$ cat src/rtl/i2s_tx_if.sv
// Sample FIFO write port and status bundle for i2s_tx.
// master = software/DMA side that fills the FIFO, slave = the transmitter.
interface i2s_tx_if #(
  parameter int AW = 4
) ();
  logic          fifo_wr;
  logic [31:0]   fifo_wdata;
  logic          fifo_full;
  logic          fifo_empty;
  logic [AW:0]   fifo_level;
  logic [AW:0]   fifo_level_threshold;
  logic          fifo_level_below;

  modport master (
    output fifo_wr, fifo_wdata, fifo_level_threshold,
    input  fifo_full, fifo_empty, fifo_level, fifo_level_below
  );

  modport slave (
    input  fifo_wr, fifo_wdata, fifo_level_threshold,
    output fifo_full, fifo_empty, fifo_level, fifo_level_below
  );
endinterface

$ cat src/rtl/i2s_tx.sv
// I2S master transmitter: sck/ws generation, 32-sck slots, MSB-first serialisation
// of FIFO samples, standard I2S or left-justified framing, sticky underrun.
// Optional macro I2S_TX_REPEAT_ON_UNDERRUN_EN: an underrun slot resends the last
// value loaded for that channel instead of zeros.
module i2s_tx #(
  parameter int AW = 4
) (
  input  logic       clk,
  input  logic       rst,
  i2s_tx_if.slave    fif,
  output logic       ws,
  output logic       sck,
  output logic       sdo,
  output logic       underrun,
  input  logic       underrun_clr,
  input  logic       left_justified,
  input  logic [5:0] sample_size,
  input  logic [7:0] sck_prescaler,
  input  logic [1:0] channels,
  input  logic       en
);
  localparam int DEPTH = 1 << AW;

  logic [31:0]   mem [DEPTH];
  logic [AW-1:0] wptr, rptr;
  logic [AW:0]   level;

  logic [7:0]    presc;
  logic [4:0]    bit_ctr;
  logic [31:0]   sr, sr_nxt;
  logic          lj_q;

  logic          fall_tick, slot_start, new_ws, ch_on;
  logic          do_push, do_pop, ur_set, lj_eff;
  logic [5:0]    size_eff;
  logic [31:0]   rd_word;

`ifdef I2S_TX_REPEAT_ON_UNDERRUN_EN
  logic [31:0]   hold_l, hold_r;
`endif

  // FIFO status; level never exceeds DEPTH so its top bit alone means full
  assign fif.fifo_full        = level[AW];
  assign fif.fifo_empty       = (level == '0);
  assign fif.fifo_level       = level;
  assign fif.fifo_level_below = (level < fif.fifo_level_threshold);

  // Tick/slot decode; the channel of a new slot is the ws value it is about to take
  assign fall_tick  = en & (presc == 8'd0) & sck;
  assign slot_start = fall_tick & (bit_ctr == 5'd0);
  assign new_ws     = ~ws;
  assign ch_on      = new_ws ? channels[0] : channels[1];
  assign do_pop     = slot_start & ch_on & ~fif.fifo_empty;
  assign ur_set     = slot_start & ch_on & fif.fifo_empty;
  assign do_push    = fif.fifo_wr & ~fif.fifo_full;
  assign size_eff   = (sample_size == 6'd0 || sample_size > 6'd32) ? 6'd32 : sample_size;
  assign rd_word    = mem[rptr];
  // framing mode is sampled at slot start; the starting tick already uses the new mode
  assign lj_eff     = slot_start ? left_justified : lj_q;

  // Next shift-register value: load at slot start, shift left on other falling ticks
  always_comb begin
    sr_nxt = sr;
    if (slot_start) begin
      if (do_pop)
        sr_nxt = rd_word << (6'd32 - size_eff);
`ifdef I2S_TX_REPEAT_ON_UNDERRUN_EN
      else if (ur_set)
        sr_nxt = new_ws ? hold_r : hold_l;
`endif
      else
        sr_nxt = '0;
    end else if (fall_tick) begin
      sr_nxt = {sr[30:0], 1'b0};
    end
  end

  // Clock generation, framing and serial output; disable returns these to reset values
  always_ff @(posedge clk) begin
    if (rst || !en) begin
      presc   <= '0;
      sck     <= 1'b0;
      ws      <= 1'b1;
      bit_ctr <= '0;
      sr      <= '0;
      sdo     <= 1'b0;
      lj_q    <= 1'b0;
    end else begin
      if (presc == 8'd0) begin
        presc <= sck_prescaler;
        sck   <= ~sck;
      end else begin
        presc <= presc - 8'd1;
      end
      if (fall_tick) begin
        bit_ctr <= bit_ctr + 5'd1;
        sr      <= sr_nxt;
        // I2S mode sends the bit that left-justified mode sent one tick earlier
        sdo     <= lj_eff ? sr_nxt[31] : sr[31];
      end
      if (slot_start) begin
        ws   <= new_ws;
        lj_q <= left_justified;
      end
    end
  end

  // FIFO pointers and occupancy
  always_ff @(posedge clk) begin
    if (rst) begin
      wptr  <= '0;
      rptr  <= '0;
      level <= '0;
    end else begin
      if (do_push) wptr <= wptr + AW'(1);
      if (do_pop)  rptr <= rptr + AW'(1);
      case ({do_push, do_pop})
        2'b10:   level <= level + (AW+1)'(1);
        2'b01:   level <= level - (AW+1)'(1);
        default: level <= level;
      endcase
    end
  end

  // FIFO storage, no reset needed since reads are gated by level
  always_ff @(posedge clk) begin
    if (do_push) mem[wptr] <= fif.fifo_wdata;
  end

  // Sticky underrun; a new underrun beats a simultaneous clear
  always_ff @(posedge clk) begin
    if (rst)               underrun <= 1'b0;
    else if (ur_set)       underrun <= 1'b1;
    else if (underrun_clr) underrun <= 1'b0;
  end

`ifdef I2S_TX_REPEAT_ON_UNDERRUN_EN
  // Per-channel copy of the last value loaded from the FIFO
  always_ff @(posedge clk) begin
    if (rst) begin
      hold_l <= '0;
      hold_r <= '0;
    end else if (do_pop) begin
      if (new_ws) hold_r <= sr_nxt;
      else        hold_l <= sr_nxt;
    end
  end
`endif

endmodule

$ cat src/flat_wrapper.sv
// flat-port wrapper written by rule: the top's interface ports become plain ports
module i2s_tx_flat 
#(
  parameter int AW = 4
)
  (clk, rst, ws, sck, sdo, underrun, underrun_clr, left_justified, sample_size, sck_prescaler, channels, en, fif_fifo_wr, fif_fifo_wdata, fif_fifo_level_threshold, fif_fifo_full, fif_fifo_empty, fif_fifo_level, fif_fifo_level_below);
  i2s_tx_if #(.AW(AW)) fif_i ();
  input  logic clk;
  input  logic rst;
  output logic ws;
  output logic sck;
  output logic sdo;
  output logic underrun;
  input  logic underrun_clr;
  input  logic left_justified;
  input  logic [5:0] sample_size;
  input  logic [7:0] sck_prescaler;
  input  logic [1:0] channels;
  input  logic en;
  input wire logic [$bits(fif_i.fifo_wr)-1:0] fif_fifo_wr;
  input wire logic [$bits(fif_i.fifo_wdata)-1:0] fif_fifo_wdata;
  input wire logic [$bits(fif_i.fifo_level_threshold)-1:0] fif_fifo_level_threshold;
  output wire logic [$bits(fif_i.fifo_full)-1:0] fif_fifo_full;
  output wire logic [$bits(fif_i.fifo_empty)-1:0] fif_fifo_empty;
  output wire logic [$bits(fif_i.fifo_level)-1:0] fif_fifo_level;
  output wire logic [$bits(fif_i.fifo_level_below)-1:0] fif_fifo_level_below;
  assign fif_i.fifo_wr = fif_fifo_wr;
  assign fif_i.fifo_wdata = fif_fifo_wdata;
  assign fif_i.fifo_level_threshold = fif_fifo_level_threshold;
  assign fif_fifo_full = fif_i.fifo_full;
  assign fif_fifo_empty = fif_i.fifo_empty;
  assign fif_fifo_level = fif_i.fifo_level;
  assign fif_fifo_level_below = fif_i.fifo_level_below;
  i2s_tx #(.AW(AW)) u_core (.clk(clk), .rst(rst), .fif(fif_i), .ws(ws), .sck(sck), .sdo(sdo), .underrun(underrun), .underrun_clr(underrun_clr), .left_justified(left_justified), .sample_size(sample_size), .sck_prescaler(sck_prescaler), .channels(channels), .en(en));
endmodule
$ cat config.mk
export PLATFORM = sky130hd
export DESIGN_NAME = i2s_tx_flat
export DESIGN_NICKNAME = d
export VERILOG_FILES = /design/src/rtl/i2s_tx_if.sv /design/src/rtl/i2s_tx.sv /design/src/flat_wrapper.sv
export SDC_FILE = /design/constraint.sdc
export NUM_CORES = 1
export LEC_CHECK = 0
export ABC_AREA = 1
export CORE_ASPECT_RATIO = 0.9
export CORE_MARGIN = 1
export CORE_UTILIZATION = 65
export CTS_CLUSTER_DIAMETER = 100
export DETAILED_ROUTE_END_ITERATION = 8
export DONT_BUFFER_PORTS = 1
export PLACE_DENSITY = 0.79
export SLEW_MARGIN = 25
export SYNTH_ARGS = -nofsm -noshare
export SYNTH_HDL_FRONTEND = slang
export SYNTH_SLANG_ARGS = --single-unit
$ cat constraint.sdc
create_clock -name clk -period 4.6 [get_ports clk]
set_clock_uncertainty 0.15 [all_clocks]
set_input_delay 0.46 -clock clk [delete_from_list [all_inputs] [get_ports clk]]
set_output_delay 0.46 -clock clk [all_outputs]
set_load 0.01 [all_outputs]
==> impl_results.md <==
- Worst EP arrival: 4.05 ns
- Setup violations, final: 0
- CTS tree: done
- Startpoint types: register
- CP startpoint: u_core.presc[0]
- Reg2Reg Setup Slack: 0.86 ns
- Largest net degree at the start of global routing: 200
- Slew Viols, Final: 0
- Syn_nets: 2449
- Setup_tns: 0 ns
- Num ports: 71
- Fin crit share: 0.813
- Drt pass-1 iters: 6
- Leakage Power: 0.0100 uW
- CORE AREA: 0.0383 sq mm
- Filler cells: 2510
- Synth Warn #: 0
- RSZ-0062 raised after global routing: no
- Achievable Freq: 267 MHz
- Die width: 210 um
- Critical Path Stages: 22
- EDFF count, synth: 512
- Cts bufs inserted: 55
- Reg area: 0.0167 sq mm
- All-Layer GR Usage: 0.328
- Total Wirelength: 64300 um
- Mux contribution to synthesized area: 0
- Crit path to: u_core.fif.fifo_level[4]
- Status: finished clean
- Multi-input gate area: 0.00748 sq mm
- Post-synth top area share: 0.609
- Avg Inst Size Synth: 10.6 sq um
- Post-synth top area cell: edfxtp_1
- Initial DRC count: 2675
- Nets: 2443
- Port Buf Inserts: 0
- Tmin final: 3.74 ns
- Clk Latency, worst-skew pair: 0.64 ns
- Synthesized area: 0.0252 sq mm
- Post-synthesis simple-gate area fraction: 0.244
- Vias in the first global route: 17200
- Clock Pin Slew Worst Setup and Hold Paths: 0.06 ns
- Maximum clock path buffer count: 3
- Initial Util: 0.659
- DIE AREA: 0.0396 sq mm
- Via/cell ratio: 6.37
- Worst hold path class: primary input to register
- Clock sink total: 579
- Largest family of logic cells by synthesized area: simple AND/OR/NAND/NOR gates
- Post-synthesis register bit count: 579
- Die height: 189 um
- Routed len/inst: 22.1 um
- Slew @ Worst Pin: 1.04 ns
- Area delta synth->final: 9.86%
- Cells after Synth: 2372
- Gpl congestion: 0.939
- Cell Rows: 68
- Async set-reset flop share out of synthesis: 0
- Final Hold Vio Count: 0
- Fraction of layout cells with a size suffix above 1: 0.0668
- Crit path kind: register to register
- Hold Slack: 0.0377 ns
- Power density over cell area: 402 mW/mm^2
- Root Driver: clkbuf_16
- Commonest cells post-synth: 647 x nand3_1, 644 x nand2_1, 512 x edfxtp_1, 77 x a21oi_1, 71 x nor2_1
- CP max stage cell: nor2_8
- Synth cell types: 44
- Ranking of synthesized cells by area: edfxtp_1 61%, nand3_1 13%, nand2_1 9.6%
- Xor-xnor portion of the synthesized cell area: 0.00312
- CP Capture Type: register
- Adder-cell share of the synthesized area: 0.00893
- Setup bufs post-CTS: 0
- Crit path cell chain: inv_1 > ha_1 > nand2_1 > nor2_2 > inv_2 > nor2_8 > nand2_2 > nor2_4 > nand3_4 > inv_1 > ha_1 > xor2_1 > ha_1 > a21o_1 > nand2_1 > nand2_1 > a21oi_1 > inv_1 > o21ai_0 > a21oi_1 > o21ai_0 > a21oi_1
- Relative slew slack: 0.303
- Count leader, synth: nand3_1
- Worst r2r src: u_core.presc[0]
- Final HPWL DP: 35800 um
- Cell family with most CP delay: simple AND/OR/NAND/NOR gates
- Max Cap Violations: 0
- Grt ovf: 0
- Synth Area in Compound Gates: 0.0357
- H-tree depth: 2
- First-pass GRT wire length: 98700 um
- DRT antenna net count: 0
- Crit Path Max Fanout: 32
- Via count: 18500
- Predominant post-synthesis flop cell: edfxtp_1
- Critical Path RT: 4.91 ns
- Number of cells on the worst reg-to-reg path: 22
- WP buf/inv: 4
- Seq/Total Area, Yosys: 0.663
- Initial antenna violation count: 5
- Crit Reg-Reg Endpoint: u_core.fif.fifo_level[4]
- CP max stage delay: 0.37 ns
- Post-CTS Resized: 0
- DRC viols: 0
- Worst vdd ir: 446 uV
[metal layers]
metal  global-route usage  wire (um)  up-vias
met3               0.0630       7260      145
met2                0.503      29900     1110
met4                0.127       1970        2
met1                0.469      25200     8843
li1                     -          -     8385
met5                    0         13        -
[per-stage QoR]
stage / cell area (sq um) / util / setup WS [ns] / total power (uW) / instances
3_3_place_gp: 25500 / 0.665 / 1.01 / 6700 / 2754
5_1_grt: 27700 / 0.724 / 0.356 / 11500 / 2902
4_1_cts: 27600 / 0.722 / 0.865 / 11200 / 2898
2_1_floorplan: 25200 / - / 1.43 / 6520 / 2372
3_5_place_dp: 25500 / 0.665 / 0.895 / 6720 / 2754
6_report: 27700 / 0.724 / 0.859 / 11200 / 2904
[sequential cells by signal (all words and copies together), names as in the netlist, named ones only]
signal / flops
u_core.mem: 512
u_core.sr: 32
u_core.presc: 8
u_core.bit_ctr: 5
u_core.fif.fifo_level: 5
u_core.rptr: 4
u_core.wptr: 4
u_core.lj_q: 1
u_core.sck: 1
u_core.sdo: 1
u_core.underrun: 1
u_core.ws: 1
[worst reg2reg max path, stage by stage (launching register included)]
cell	delay, ns
dfxtp_1	0.31
inv_1	0.09
ha_1	0.16
nand2_1	0.06
nor2_2	0.15
inv_2	0.16
nor2_8	0.37
nand2_2	0.14
nor2_4	0.14
nand3_4	0.15
inv_1	0.19
ha_1	0.29
xor2_1	0.13
ha_1	0.22
a21o_1	0.19
nand2_1	0.07
nand2_1	0.04
a21oi_1	0.11
inv_1	0.06
o21ai_0	0.16
a21oi_1	0.07
o21ai_0	0.16
a21oi_1	0.05
[power breakdown]
group          internal, uW  switching (uW)  total (uW)
registers              5800            42.6        5850
clock network          2500            1940        4440
logic                   248             618         865
total                  8550            2600       11200
[cell families after synthesis]
group | Yosys count
buf+inv | 215
compound gates | 164
flops | 579
xor+xnor | 9
fa+ha+maj | 18
simple gates | 1387
[what timing repair did]
item | CTS | global route
setup endpoints to repair | 0 | 0
hold buffers | 43 | 0
hold endpoints to repair | 525 | 0
[cells in the final DEF (no fill, tap or decap), drive strengths merged, types with 2 or more instances in the layout]
| cell type | n |
|---|---|
| buf | 41 |
| a21oi | 78 |
| xor2 | 7 |
| nand2 | 645 |
| xnor2 | 2 |
| a31oi | 19 |
| nand3 | 649 |
| diode | 4 |
| nor3 | 5 |
| clkinv | 22 |
| nand4 | 4 |
| inv | 68 |
| ha | 18 |
| dfxtp | 67 |
| edfxtp | 512 |
| o21ai | 53 |
| o211ai | 9 |
| clkinvlp | 3 |
| nor2 | 78 |
| dlygate4sd3 | 43 |
| bufinv | 5 |
| clkbuf | 71 |
| or2 | 2 |
[area by class of cell]
type / instances / share of cell area
repair buffers: 84 / 0.0308
clock buffers: 71 / 0.0518
multi-input cells: 1578 / 0.270
well taps: 490 / 0.0221
flip-flops and latches: 579 / 0.604
diodes: 4 / 0.000361
inverters: 68 / 0.00953
clock inverters: 30 / 0.0118
[worst min path at each step]
stage | start | end | slack (ns) | cells after the start
4_1_cts | en | u_core.lj_q | 0.01 | 4
5_1_grt | en | u_core.lj_q | 0.04 | 4
3_5_place_dp | u_core.presc[0] | u_core.presc[0] | 0.27 | 1
2_1_floorplan | u_core.presc[0] | u_core.presc[0] | 0.26 | 1
6_report | en | u_core.lj_q | 0.04 | 4
3_3_place_gp | u_core.presc[0] | u_core.presc[0] | 0.27 | 1
(Power assumes the default switching activity.)
